## src/rtl/iq_demod_pkg.sv

```systemverilog
// Shared types and helpers for the iq_demod datapath.
// Holds the decimated sample pair type and the stage-2 round/saturate function.
package iq_demod_pkg;

    localparam int DEFAULT_DECIM = 8;
    localparam int SAMPLE_WIDTH  = 16;

    typedef struct packed {
        logic signed [SAMPLE_WIDTH-1:0] i;
        logic signed [SAMPLE_WIDTH-1:0] q;
    } iq_sample_t;

    // Round half toward +inf, arithmetic shift, then clamp to a signed width-bit range.
    // 64-bit working width covers ACC_WIDTH+1 for any accumulator up to 62 bits.
    function automatic logic signed [63:0] sat_round(input logic signed [63:0] value,
                                                     input int shift,
                                                     input int width);
        logic signed [63:0] r;
        logic signed [63:0] hi;
        logic signed [63:0] lo;
        r  = (value + ((shift > 0) ? (64'sd1 <<< (shift - 1)) : 64'sd0)) >>> shift;
        hi = (64'sd1 <<< (width - 1)) - 64'sd1;
        lo = -(64'sd1 <<< (width - 1));
        if (r > hi) begin
            r = hi;
        end else if (r < lo) begin
            r = lo;
        end
        return r;
    endfunction

endpackage

```

## src/rtl/iq_id_channel.sv

```systemverilog
// One integrate-and-dump channel: accumulator, dump register, rounded/saturated output.
// Latency: output register loads one edge after the dump edge.
// Backpressure: none here; load_en is qualified by the top-level handshake.
module iq_id_channel
    import iq_demod_pkg::*;
#(
    parameter int IN_WIDTH  = 16,
    parameter int ACC_WIDTH = 19,
    parameter int SHIFT     = 3,
    parameter int OUT_WIDTH = 16
) (
    input  logic                        clk,
    input  logic                        resetn,
    input  logic                        clr,
    input  logic                        acc_en,
    input  logic                        dump_en,
    input  logic                        load_en,
    input  logic signed [IN_WIDTH-1:0]  din,
    output logic signed [OUT_WIDTH-1:0] dout
);

    logic signed [ACC_WIDTH-1:0] acc;
    logic signed [ACC_WIDTH-1:0] dump;
    logic signed [ACC_WIDTH-1:0] sum;

    assign sum = acc + {{(ACC_WIDTH-IN_WIDTH){din[IN_WIDTH-1]}}, din};

    always_ff @(posedge clk or negedge resetn) begin
        if (!resetn) begin
            acc  <= '0;
            dump <= '0;
            dout <= '0;
        end else begin
            // The closing sample goes into the dump; the next window starts empty.
            if (clr) begin
                acc <= '0;
            end else if (dump_en) begin
                dump <= sum;
                acc  <= '0;
            end else if (acc_en) begin
                acc <= sum;
            end
            if (load_en) begin
                dout <= OUT_WIDTH'(sat_round({{(64-ACC_WIDTH){dump[ACC_WIDTH-1]}}, dump},
                                             SHIFT, OUT_WIDTH));
            end
        end
    end

endmodule

```

## src/rtl/iq_integrate_dump.sv

```systemverilog
// Dual-channel I/Q integrate-and-dump decimator with round, scale and saturate.
// Latency: out_valid rises one edge after the edge that accepts the DECIM-th sample.
// Backpressure: none upstream; an unread result is overwritten and flags sticky overrun.
module iq_integrate_dump
    import iq_demod_pkg::*;
#(
    parameter int IN_WIDTH  = 16,
    parameter int DECIM     = DEFAULT_DECIM,
    parameter int SHIFT     = 3,
    parameter int OUT_WIDTH = 16
) (
    input  logic                        clk,
    input  logic                        resetn,
    input  logic                        in_valid,
    input  logic signed [IN_WIDTH-1:0]  in_i,
    input  logic signed [IN_WIDTH-1:0]  in_q,
    input  logic                        sync_clr,
    output logic                        out_valid,
    input  logic                        out_ready,
    output logic signed [OUT_WIDTH-1:0] out_i,
    output logic signed [OUT_WIDTH-1:0] out_q,
    output logic                        overrun
);

    localparam int ACC_WIDTH = IN_WIDTH + $clog2(DECIM);
    localparam int CNT_W     = $clog2(DECIM);

    logic [CNT_W-1:0] cnt;
    logic             dump_pend;
    logic             last;
    logic             take;
    logic             acc_en;
    logic             dump_en;
    logic             load;

    assign last    = (cnt == CNT_W'(DECIM - 1));
    assign take    = in_valid && !sync_clr;
    assign acc_en  = take && !last;
    assign dump_en = take && last;
    // A window restart also drops a dump still waiting for stage 2.
    assign load    = dump_pend && !sync_clr;

    always_ff @(posedge clk or negedge resetn) begin
        if (!resetn) begin
            cnt       <= '0;
            dump_pend <= 1'b0;
            out_valid <= 1'b0;
            overrun   <= 1'b0;
        end else begin
            if (sync_clr) begin
                cnt <= '0;
            end else if (in_valid) begin
                cnt <= last ? '0 : cnt + 1'b1;
            end
            dump_pend <= dump_en;
            if (load) begin
                out_valid <= 1'b1;
            end else if (out_ready) begin
                out_valid <= 1'b0;
            end
            if (sync_clr) begin
                overrun <= 1'b0;
            end else if (load && out_valid && !out_ready) begin
                overrun <= 1'b1;
            end
        end
    end

    iq_id_channel #(
        .IN_WIDTH (IN_WIDTH),
        .ACC_WIDTH(ACC_WIDTH),
        .SHIFT    (SHIFT),
        .OUT_WIDTH(OUT_WIDTH)
    ) u_ch_i (
        .clk    (clk),
        .resetn (resetn),
        .clr    (sync_clr),
        .acc_en (acc_en),
        .dump_en(dump_en),
        .load_en(load),
        .din    (in_i),
        .dout   (out_i)
    );

    iq_id_channel #(
        .IN_WIDTH (IN_WIDTH),
        .ACC_WIDTH(ACC_WIDTH),
        .SHIFT    (SHIFT),
        .OUT_WIDTH(OUT_WIDTH)
    ) u_ch_q (
        .clk    (clk),
        .resetn (resetn),
        .clr    (sync_clr),
        .acc_en (acc_en),
        .dump_en(dump_en),
        .load_en(load),
        .din    (in_q),
        .dout   (out_q)
    );

endmodule

```

## config.mk

```make
export PLATFORM = sky130hd
export DESIGN_NAME = iq_integrate_dump
export DESIGN_NICKNAME = d
export VERILOG_FILES = /design/src/rtl/iq_demod_pkg.sv /design/src/rtl/iq_id_channel.sv /design/src/rtl/iq_integrate_dump.sv
export SDC_FILE = /design/constraint.sdc
export NUM_CORES = 1
export LEC_CHECK = 0
export CORE_ASPECT_RATIO = 0.8
export CORE_MARGIN = 2
export CORE_UTILIZATION = 47
export CTS_CLUSTER_SIZE = 20
export DETAILED_ROUTE_END_ITERATION = 8
export PLACE_DENSITY = 0.79
export SYNTH_ARGS = -nofsm -noshare
export SYNTH_HDL_FRONTEND = slang
export SYNTH_SLANG_ARGS = --single-unit
```

## constraint.sdc

```tcl
create_clock -name clk -period 4.5 [get_ports clk]
set_clock_uncertainty 0.2 [all_clocks]
set_input_delay 1.125 -clock clk [delete_from_list [all_inputs] [get_ports clk]]
set_output_delay 1.125 -clock clk [all_outputs]
set_load 0.005 [all_outputs]
```

# Word level (Yosys, flattened, before mapping)
# Index checks and enable logic that the tools add are counted.
# Widths: inputs -> output; s select.
[totals] output_inout_bits=34 wordCells=52 reg_bits=114 inputBits=37
[op_classes] n_reduce_logical=14 bitwise=1 add_sub_neg=5 eq_ne=1 mux=17 order_cmp=4
[op_table] cell="$mux 19" count=6
[op_table] cell="$mux 16" count=4
[op_table] cell="$add 19x4->20 const B" count=2
[op_table] cell="$add 19x19->19" count=2
[op_table] cell="$gt 17x16->1 const B" count=2
[op_table] cell="$lt 17x16->1 const B" count=2
[op_table] cell="$mux 3" count=3
[op_table] cell="$logic_and 1x1->1" count=6
[op_table] cell="$reduce_bool 2->1" count=3
[op_table] cell="$mux 1" count=4
[op_table] cell="$add 3x1->3 const B" count=1
[op_table] cell="$eq 3x3->1 const B" count=1
[op_table] cell="$logic_not 1->1" count=3
[op_table] cell="$reduce_bool 3->1" count=1
[op_table] cell="$reduce_and 2->1" count=1
[op_table] cell="$not 1->1" count=1

# Depth between registers and ports, before layout
# Gate-level depths: netlist of run 1.
[depth] depth_word=6 mapped_depth=10 mapped_depth_nobuf=10

# Modules after synthesis
# Synthesis of run 1 repeated with hierarchy kept, for this count alone.
[unflattened] hier_cells=714 hier_area_um2=6920.4
[by_module_without_submodules] mod="iq_id_channel (u_ch_i)" area_per_inst_um2=3339.5 n_inst=1 cells_each=356
[by_module_without_submodules] mod="iq_id_channel (u_ch_q)" area_per_inst_um2=3308.2 n_inst=1 cells_each=335
[by_module_without_submodules] mod="iq_integrate_dump" area_per_inst_um2=272.8 n_inst=1 cells_each=23

# Worst setup path after synthesis of run 1
# No wires, ideal clock.
[synth_path] kind="in2reg" from="in in_i[5]" to="reg u_ch_i.dump[16]" required_ns=4.175 slack_ns=1.167 arrival_time_ns=3.008 stages=8 cell_sequence="ha_1 -> a21o_1 -> a211o_1 -> o21a_2 -> a211o_4 -> a31oi_4 -> xnor2_1 -> mux2_2"
[synth_between] elab_chain_len=1
[synth_rtl] element="start: declaration" line="iq_integrate_dump.sv:15" text="input logic signed [IN_WIDTH-1:0] in_i,"
[synth_rtl] element="$add 19x19->19" line="iq_id_channel.sv:26" text="assign sum = acc + {{(ACC_WIDTH-IN_WIDTH){din[IN_WIDTH-1]}}, din};"
[synth_rtl] element="end signal: assignment" line="iq_id_channel.sv:38" text="dump <= sum;"
[synth_rtl] element="end: declaration" line="iq_id_channel.sv:23" text="logic signed [ACC_WIDTH-1:0] dump;"
# No other way between the ends.
# A chain may end at the register's enable or synchronous reset.

# Worst setup path in the final report of run 1
[layout_path] from="in in_i[6]" to="reg u_ch_i.dump[17]"
# The elaborated chain is that of the path after synthesis.

==> results_dict.tcl, run 1 <==
set metrics [dict create \
    io_pins 71 \
    critical_path.startpoint_type "primary input" \
    cell_internal_pwr_mw 1.75 \
    share_comb_of_total_power_pct 25.9 \
    routedWlPerCell_um 16.8 \
    kind_of_end_point_of_the_critical_path "flip-flop" \
    power_frac_seq_pct 41.8 \
    yosys.area.top_type_share_pct 42.4 \
    fin_util_pct 56.9 \
    vdd_drop_max_uv 196 \
    post_cts_resized 0 \
    hold_buffers 0 \
    critical_path_peak_fanout 6 \
    cellLeakagePower_nw 3.53 \
    met2_usage_pct 34.7 \
    floorplan.rows 38 \
    switching_share_pct 31.9 \
    crit_path_max_incr_delay_ns 0.45 \
    cts_post_setup_buffers_inserted 0 \
    dp_hpwl_um 11500 \
    clockPowerShare_pct 32.3 \
    setup_tns_ns 0 \
    synth.yosys.seq_area_share_pct 42.4 \
    cts_tree "done" \
    detail-route-antenna-nets 0 \
    port_buffers 70 \
    die_w_um 135 \
    initial_core_util_pct 48.0 \
    drive_gt1_share_pct 7.43 \
    synth_nets 763 \
    path_cells "clkdlybuf4s50_1 > ha_1 > a211oi_1 > nand2_1 > o21ai_2 > o221ai_1 > o211a_1 > a2111oi_0 > mux2_2" \
    relSlewSlack_pct 28.6 \
    totalWireLength_um 15700 \
    actual_transition_at_the_worst_max_transition_pin_ns 1.06 \
    tritoncts_num_sinks 110 \
    clkTransAtPathRegs_ns 0.08 \
    die_y_um 109 \
    first_global_vias 5186 \
    async_flop_share_pct 100 \
    setup.worst_path.class "primary input to flip-flop" \
    timing.hold.worst.class "flip-flop to flip-flop" \
    timing.final.crit_period_ns 3.69 \
    remaining_drc_errors 0 \
    dieArea_um2 14800 \
    drv_cap 0 \
    distinct_cell_type_count_of_the_synthesized_netlist 59 \
    grt_util_all_layers_pct 22.2 \
    worst_hold_slack_ns 0.271 \
    report.final.slew_viol_count 0 \
    detail_route.iter0.violations 420 \
    initial_antenna_violation_count 0 \
    synthesis.area_per_instance_um2 9.50 \
    outcome "finished, final reports clean" \
    antenna_cells_inserted 0 \
    p_sw_mw 0.820 \
    globalRouteMet3Util_pct 3.91 \
    layout_worst_path_cycle_share_pct 82.0 \
    synthFlopType "sky130_fd_sc_hd__dfrtp_1" \
    timing.critical_path.required_ns 4.59 \
    clock-root-buffer "sky130_fd_sc_hd__clkbuf_16" \
    totalPowerFinal_mw 2.57 \
    synth_area_leader_cell "sky130_fd_sc_hd__dfrtp_1" \
    insertion_delay_ns 0.35 \
    post_synth_main_area_contributors "sky130_fd_sc_hd__dfrtp_1 (42%), sky130_fd_sc_hd__ha_1 (7.7%), sky130_fd_sc_hd__nand2_1 (5.1%), sky130_fd_sc_hd__xnor2_1 (4.6%), sky130_fd_sc_hd__o21ai_0 (4.2%)" \
    synth_cells 684 \
    critical_path_arrival_ns 3.78 \
    place.gp.congestion 0.920 \
    globalRouteOverflowTotal 0 \
    floorplan.core_area_um2 13600 \
    final-hold-violation-count 0 \
    synth-warning-count 0 \
    grt_pass1_wl_um 25900 \
    global_route.usage.met1_pct 32.2 \
    setup_violations 0 \
    area_of_the_mapped_netlist_um2 6500 \
    cellPowerDensity_nw_per_um2 333 \
    drt-pass1-iter-count 5 \
    max_freq_mhz 271 \
    cts_buffer_depth 2 \
    rsz0062_at_grt "no" \
    syn_to_final_growth_pct 18.7 \
    cts_buf_count 9 \
    synth_edf_count 0 \
    largest_net_degree_at_the_start_of_global_routing 59 \
    nets 829 \
    grt-busiest-layer "met2" \
    cts.htree.levels 3 \
    routed_via_density 5.79 \
    synth-seq-cells 110 \
    vias 5410 \
    slowest_stage "sky130_fd_sc_hd__a2111oi_0" \
]
==> routing by layer <==
metal	routed length, um	vias up
met1	7730	2606
met4	235	0
met3	839	23
met5	0	-
li1	-	2589
met2	6850	192
==> cell families after synthesis <==
family	count (synthesis)	synth area share, %
AO/OA/AOI/OAI	193	19.9
XOR/XNOR	57	7.68
adder cells (fa/ha/maj)	42	8.32
buffers and inverters	42	2.45
flip-flops	110	42.4
multiplexers	23	3.93
AND/OR/NAND/NOR	217	15.4
==> power by group through the flow <==
stage	combinational [mW]	sequential [mW]	clock, mW
6_report	0.666	1.08	0.830
5_1_grt	0.728	1.08	0.888
4_1_cts	0.653	1.07	0.845
3_5_place_dp	0.649	1.09	0
3_3_place_gp	0.617	1.09	0
2_1_floorplan	0.457	1.08	0
==> path summary, 6_finish.rpt <==
path / from / to / slack [ns] / cells past startpoint
max: in_i[6] / u_ch_i.dump[17] / 0.81 / 9
min: u_ch_i.dout[14] / u_ch_i.dout[14] / 0.27 / 2
max reg2reg: u_ch_i.acc[6] / u_ch_i.dump[17] / 1.63 / 8
min reg2reg: u_ch_i.dout[14] / u_ch_i.dout[14] / 0.27 / 2
max in group asynchronous: resetn / u_ch_i.dout[2] / 2.75 / 2
min in group asynchronous: resetn / u_ch_q.acc[3] / 0.61 / 1
==> final cells by class <==
| class | instances | area (um2) |
|---|---|---|
| Tap cell | 180 | 225 |
| Inverter | 21 | 78.8 |
| Timing Repair Buffer | 76 | 756 |
| Clock buffer | 9 | 225 |
| Fill cell | 1140 | 5830 |
| Sequential cell | 110 | 2750 |
| Multi-Input combinational cell | 532 | 3600 |
| Clock inverter | 6 | 81.3 |
==> Yosys cell counts (4+ instances only) <==
master	instances
sky130_fd_sc_hd__nand4_1	6
sky130_fd_sc_hd__a211oi_1	4
sky130_fd_sc_hd__a21oi_1	39
sky130_fd_sc_hd__o31ai_1	6
sky130_fd_sc_hd__clkbuf_1	20
sky130_fd_sc_hd__nor3_1	10
sky130_fd_sc_hd__nand3_1	20
sky130_fd_sc_hd__and3_1	6
sky130_fd_sc_hd__o22ai_1	4
sky130_fd_sc_hd__ha_1	40
sky130_fd_sc_hd__o21ai_0	54
sky130_fd_sc_hd__nor2b_1	6
sky130_fd_sc_hd__xnor2_1	34
sky130_fd_sc_hd__o211ai_1	7
sky130_fd_sc_hd__nand2b_1	15
sky130_fd_sc_hd__a21o_1	11
sky130_fd_sc_hd__xor2_1	23
sky130_fd_sc_hd__dfrtp_1	110
sky130_fd_sc_hd__mux2_2	20
sky130_fd_sc_hd__o22a_1	15
sky130_fd_sc_hd__inv_1	21
sky130_fd_sc_hd__a31oi_1	10
sky130_fd_sc_hd__nand2_1	89
sky130_fd_sc_hd__a22o_1	23
sky130_fd_sc_hd__nor2_1	48
==> flip-flops by register name, indices dropped and copies added (netlist names) <==
register     flops
u_ch_i.dump     17
u_ch_q.dout     16
u_ch_i.dout     16
u_ch_q.dump     17
out_valid        1
u_ch_q.acc      19
u_ch_i.acc      19
cnt              3
overrun          1
dump_pend        1
==> layout by cell type, fill, tap and decap left out, drive strengths merged, types with 2 or more instances in the layout <==
cell type / instances
nand4: 6
o21ai: 55
nand3: 20
clkdlybuf4s50: 69
clkbuf: 9
clkinvlp: 2
mux2i: 3
xor2: 23
xnor2: 34
o211ai: 7
a31oi: 11
or3: 2
a211o: 2
nand2b: 15
fa: 2
o22ai: 4
nor2: 48
nand2: 89
inv: 23
nor2b: 6
a21oi: 39
o22a: 15
dfrtp: 110
o21a: 3
nor3: 10
o31ai: 6
a211oi: 4
mux2: 20
and4: 3
ha: 40
a22o: 24
a21o: 11
or2: 4
and3: 6
buf: 7
==> through the flow <==
| stage | std cells | setup slack (ns) | cell area, um2 |
|---|---|---|---|
| 2_1_floorplan | 684 | 1.17 | 6500 |
| 3_3_place_gp | 919 | 0.621 | 7410 |
| 3_5_place_dp | 919 | 0.514 | 7410 |
| 4_1_cts | 934 | 0.876 | 7720 |
| 5_1_grt | 934 | 0.584 | 7720 |
| 6_report | 934 | 0.812 | 7720 |
==> critical path: cells and delay by family <==
kind | cells | cell delay (ns)
compound gates | 5 | 1.50
buf+inv | 1 | 0.41
fa+ha+maj | 1 | 0.38
mux | 1 | 0.26
simple gates | 1 | 0.11
No activity file was read; power rests on OpenSTA's default activity.
==> inputs of run 2 (changes only) <==
Clock period 4.5 ns to 3.86 ns, I/O delays scaled along.
==> run 2 against run 1 <==
Worst hold slack hardly changed; count of clock-buffer cells in the layout is 1 higher; utilization up 0.092 points; via count fell by 0.50%; non-clock buffer count is 4 higher; register-to-register slack got worse by 0.58 ns; wire length is 0.15% lower; cell count grew 0.54%; power rose by 14%; sequential cell count is the same; combinational power grew 17%; sequential share of layout area fell by 0.058 points.
==> results_dict.tcl, run 2 (synthesized netlist as in run 1, its figures left out) <==
set metrics [dict create \
    outcome "finished, final reports clean" \
    crit_path_max_incr_delay_ns 0.46 \
    share_comb_of_total_power_pct 26.4 \
    post_cts_resized 0 \
    cts_post_setup_buffers_inserted 0 \
    largest_registers "u_ch_i.acc (19), u_ch_q.acc (19)" \
    clkTransAtPathRegs_ns 0.08 \
    drive_gt1_share_pct 7.91 \
    port_buffers 70 \
    first_global_vias 5185 \
    path_cells "clkdlybuf4s50_1 > ha_1 > inv_1 > fa_1 > nand2b_1 > a21oi_1 > o21a_2 > a21oi_1 > or3_1 > a31oi_1 > a221oi_1" \
    dp_hpwl_um 11700 \
    setup_tns_ns 0 \
    hold_startpoint "u_ch_i.dout[14]" \
    p_sw_mw 0.952 \
    n_fill_cell 1165 \
    remaining_drc_errors 0 \
    initial_antenna_violation_count 0 \
    cell_internal_pwr_mw 1.99 \
    drt-pass1-iter-count 5 \
    cts.htree.levels 3 \
    grt_pass1_wl_um 26100 \
    cts_buf_count 9 \
    routed_via_density 5.73 \
    routedWlPerCell_um 16.6 \
    globalRouteOverflowTotal 0 \
    largest_net_degree_at_the_start_of_global_routing 59 \
    report.final.slew_viol_count 0 \
    vias 5383 \
    drv_cap 0 \
    setup_violations 0 \
    critical_path.startpoint "in_i[0]" \
    regToRegStartpoint "u_ch_i.acc[3]" \
    critical_path_peak_fanout 6 \
    critical_path.startpoint_type "primary input" \
    slowest_stage "sky130_fd_sc_hd__clkdlybuf4s50_1" \
    switching_share_pct 32.3 \
    detail_route.iter0.violations 428 \
    layout_worst_path_cycle_share_pct 90.3 \
    grt_util_all_layers_pct 22.3 \
    cts_buffer_depth 2 \
    nets 833 \
    clock-root-buffer "sky130_fd_sc_hd__clkbuf_16" \
    timing.hold.worst.class "flip-flop to flip-flop" \
    clockPowerShare_pct 31.0 \
    final_common_cell "sky130_fd_sc_hd__dfrtp_1" \
    syn_to_final_growth_pct 18.9 \
    initial_core_util_pct 48.0 \
    floorplan.core_area_um2 13600 \
    hold_buffers 0 \
    die_w_um 135 \
    totalPowerFinal_mw 2.94 \
    power_frac_seq_pct 42.6 \
    place.gp.congestion 0.933 \
    dieArea_um2 14800 \
    rsz0062_at_grt "no" \
    totalWireLength_um 15600 \
    dp.cells 923 \
    actual_transition_at_the_worst_max_transition_pin_ns 1.02 \
    final-hold-violation-count 0 \
    setup_ws_ns 0.373 \
    timing.final.crit_period_ns 3.49 \
    die_y_um 109 \
    path_common_cell "sky130_fd_sc_hd__a21oi_1" \
    cellPowerDensity_nw_per_um2 381 \
    io_pins 71 \
    floorplan.rows 38 \
    insertion_delay_ns 0.36 \
    tritoncts_num_sinks 110 \
    layout.cells.most_common_list "sky130_fd_sc_hd__dfrtp_1 (110), sky130_fd_sc_hd__nand2_1 (89), sky130_fd_sc_hd__clkdlybuf4s50_1 (69)" \
    layout.cells.non_filler 939 \
    vdd_drop_max_uv 216 \
    setup.worst_path.class "primary input to flip-flop" \
    cts_tree "done" \
    critical_path_arrival_ns 3.51 \
    kind_of_end_point_of_the_critical_path "flip-flop" \
    worst_hold_slack_ns 0.271 \
    timing.critical_path.required_ns 3.89 \
    relSlewSlack_pct 31.2 \
    cellLeakagePower_nw 3.55 \
    antenna_cells_inserted 0 \
    detail-route-antenna-nets 0 \
    max_freq_mhz 287 \
    placement.setup.worst_slack_ns 0.0324 \
]
==> run 2: metal layers <==
layer / share of wire (%) / track usage (%) / up-vias
li1: - / - / 2604
met1: 49 / 33.0 / 2586
met2: 44 / 34.3 / 178
met3: 5.6 / 3.81 / 15
met4: 1.1 / 5.21 / 0
met5: 0 / 0 / -
==> run 2: power by group through the flow <==
stage	Clock (mW)	Combinational [mW]	Sequential, mW
floorplan	0	0.532	1.26
global placement	0	0.725	1.27
detailed placement	0	0.759	1.27
CTS	0.938	0.765	1.25
global route	0.989	0.854	1.26
finish	0.911	0.778	1.25
==> run 2: critical path, delay by kind of cell <==
family,cells,cell delay (ns)
compound gates,5,0.90
fa+ha+maj,2,0.55
buf+inv,2,0.51
simple gates,2,0.60
==> run 2: area by class of cell <==
class,instances,area [um2],area share [%]
repair buffers,80,786,10.2
clock inverters,6,60.1,0.777
well taps,180,225,2.91
flip-flops and latches,110,2750,35.6
multi-input cells,532,3600,46.5
clock buffers,10,229,2.96
inverters,21,78.8,1.02
==> run 2: stage by stage <==
| stage | utilization, % | instance area (um2) |
|---|---|---|
| finish | 57.0 | 7730 |
| global route | 57.0 | 7730 |
| CTS | 57.0 | 7730 |
| detailed placement | 54.9 | 7440 |
| global placement | 54.9 | 7440 |
| floorplan | - | 6500 |
==> run 2: worst paths after layout <==
path,end,cells after the start,slack [ns]
max in group asynchronous,u_ch_q.dump[16],2,2.26
worst min register to register,u_ch_i.dout[14],2,0.27
worst min-delay path,u_ch_i.dout[14],2,0.27
worst max-delay path,u_ch_i.acc[18],11,0.37
worst max register to register,u_ch_i.dump[17],8,1.05
min in group asynchronous,u_ch_q.acc[4],1,0.46
==> inputs of run 3 (changes only) <==
Settings changed: RECOVER_POWER set to 50.
==> run 3 against run 2 <==
Sequential cell count unchanged; power shrank 0.19%; utilization fell by 0.17 points; maximum frequency is essentially flat; die area is the same; worst hold slack lost 0.0032 ns; wire length down 0.39%; first-iteration DRC count rose by 8.6%; sequential power about the same; global-route usage did not move; critical path type unchanged; setup slack got worse by 0.0034 ns; sequential share of layout area up 0.10 points.
==> results_dict.tcl, run 3 (synthesized netlist as in run 1, its figures left out) <==
set metrics [dict create \
    outcome "finished, final reports clean" \
    globalRouteOverflowTotal 0 \
    largest_net_degree_at_the_start_of_global_routing 59 \
    final-hold-violation-count 0 \
    cellLeakagePower_nw 3.59 \
    cts_post_setup_buffers_inserted 0 \
    kind_of_end_point_of_the_critical_path "flip-flop" \
    cellPowerDensity_nw_per_um2 381 \
    setup_violations 0 \
    path_common_cell "sky130_fd_sc_hd__a21oi_1" \
    initial_core_util_pct 48.0 \
    report.final.slew_viol_count 0 \
    worst-path-stages 11 \
    postLayoutCellArea_um2 7710 \
    crit_path_max_incr_delay_ns 0.46 \
    placement.setup.worst_slack_ns 0.0324 \
    critical_path.startpoint_type "primary input" \
    remaining_drc_errors 0 \
    dp_hpwl_um 11700 \
    cts_tree "done" \
    post_cts_resized 0 \
    critical_path_peak_fanout 6 \
    worstPathBufferInverterCount 2 \
    fin_util_pct 56.9 \
    timing.hold.worst.class "flip-flop to flip-flop" \
    initial_antenna_violation_count 0 \
    port_buffers 70 \
    cts.htree.levels 3 \
    floorplan.core_area_um2 13600 \
    floorplan.rows 38 \
    path_cells "clkdlybuf4s50_1 > ha_1 > inv_1 > fa_1 > nand2b_1 > a21oi_1 > o21a_2 > a21oi_1 > or3_1 > a31oi_1 > a221oi_1" \
    insertion_delay_ns 0.36 \
    final_common_cell "sky130_fd_sc_hd__dfrtp_1" \
    clock-root-buffer "sky130_fd_sc_hd__clkbuf_16" \
    setup.worst_path.class "primary input to flip-flop" \
    routed_via_density 5.72 \
    timing.final.crit_period_ns 3.49 \
    layout.cells.most_common_list "sky130_fd_sc_hd__dfrtp_1 (110), sky130_fd_sc_hd__nand2_1 (89), sky130_fd_sc_hd__clkdlybuf4s50_1 (55)" \
    worst-r2r-cell-count 8 \
    hold_buffers 0 \
    slowest_stage "sky130_fd_sc_hd__clkdlybuf4s50_1" \
    place_area_um2 7440 \
    die_y_um 109 \
    relSlewSlack_pct 7.47 \
    timing.critical_path.required_ns 3.89 \
    place.gp.congestion 0.933 \
    totalPowerFinal_mw 2.94 \
    share_comb_of_total_power_pct 26.2 \
    drive_gt1_share_pct 7.64 \
    switching_share_pct 32.3 \
    worst_hold_endpoint "u_ch_i.dout[7]" \
    grt_pass1_wl_um 26100 \
    die_w_um 135 \
    max_freq_mhz 286 \
    first_global_vias 5185 \
    rsz0062_at_grt "no" \
    dieArea_um2 14800 \
    tritoncts_num_sinks 110 \
    cell_internal_pwr_mw 1.99 \
    vdd_drop_max_uv 216 \
    grt_util_all_layers_pct 22.3 \
    cpLargestDelayFamily "compound AO/OA/AOI/OAI gates" \
    drt-pass1-iter-count 6 \
    layout_worst_path_cycle_share_pct 90.4 \
    setup_tns_ns 0 \
    p_sw_mw 0.949 \
    critical_path_arrival_ns 3.52 \
    routedWlPerCell_um 16.6 \
    worstHoldPathCells 2 \
    cts_buffer_depth 2 \
    syn_to_final_growth_pct 18.6 \
    setup_ws_ns 0.369 \
    hold_startpoint "u_ch_i.dout[7]" \
    clockPowerShare_pct 31.0 \
    io_pins 71 \
    regToRegStartpoint "u_ch_i.acc[3]" \
    ff2ff_setup_slack_ns 1.04 \
    vias 5371 \
    clkTransAtPathRegs_ns 0.08 \
    totalWireLength_um 15600 \
    drv_cap 0 \
    actual_transition_at_the_worst_max_transition_pin_ns 1.39 \
    largest_registers "u_ch_i.acc (19), u_ch_q.acc (19)" \
    n_fill_cell 1168 \
    nets 833 \
    power_frac_seq_pct 42.7 \
    cts_buf_count 9 \
    detail_route.iter0.violations 465 \
    rr_endpoint "u_ch_i.dump[17]" \
    detail-route-antenna-nets 0 \
    antenna_cells_inserted 0 \
]
run 3: layer usage:
metal | wire length [um] | global-route usage [%] | vias to the layer above
li1 | - | - | 2610
met1 | 7660 | 33.0 | 2575
met2 | 6770 | 34.3 | 172
met3 | 960 | 3.81 | 14
met4 | 186 | 5.21 | 0
met5 | 0 | 0 | -
run 3: tightest hold or removal path, stage by stage, from the launching register on:
cell,delay (ns)
sky130_fd_sc_hd__dfrtp_1,0.34
sky130_fd_sc_hd__nand2_1,0.05
sky130_fd_sc_hd__nand2_1,0.05
run 3: worst max-delay path by stage:
stage               startpoint  slack (ns)         endpoint
floorplan              in_i[5]        0.69  u_ch_i.dump[16]
global placement       in_i[0]        0.12   u_ch_i.acc[18]
detailed placement     in_i[0]        0.03   u_ch_i.acc[18]
CTS                    in_i[0]        0.41   u_ch_i.acc[18]
global route          in_i[10]        0.15  u_ch_i.dump[17]
finish                 in_i[0]        0.37   u_ch_i.acc[18]
run 3: through the flow:
step | instances | hold WS, ns
after detailed placement | 923 | 0.260
final | 939 | 0.268
after global placement | 923 | 0.253
after global routing | 939 | 0.306
after CTS | 939 | 0.278
after floorplan | 684 | 0.253
run 3: final cells by class:
class	count	area, um2	area share (%)
inverters	21	78.8	1.02
clock inverters	6	60.1	0.779
flip-flops and latches	110	2750	35.7
well taps	180	225	2.92
clock buffers	10	229	2.97
multi-input cells	532	3590	46.6
repair buffers	80	768	9.97
run 3: power groups by stage:
stage / clock (mW) / sequential (mW) / combinational, mW
floorplan: 0 / 1.26 / 0.532
global placement: 0 / 1.27 / 0.725
detailed placement: 0 / 1.27 / 0.759
CTS: 0.938 / 1.25 / 0.765
global route: 0.989 / 1.26 / 0.851
finish: 0.911 / 1.26 / 0.771
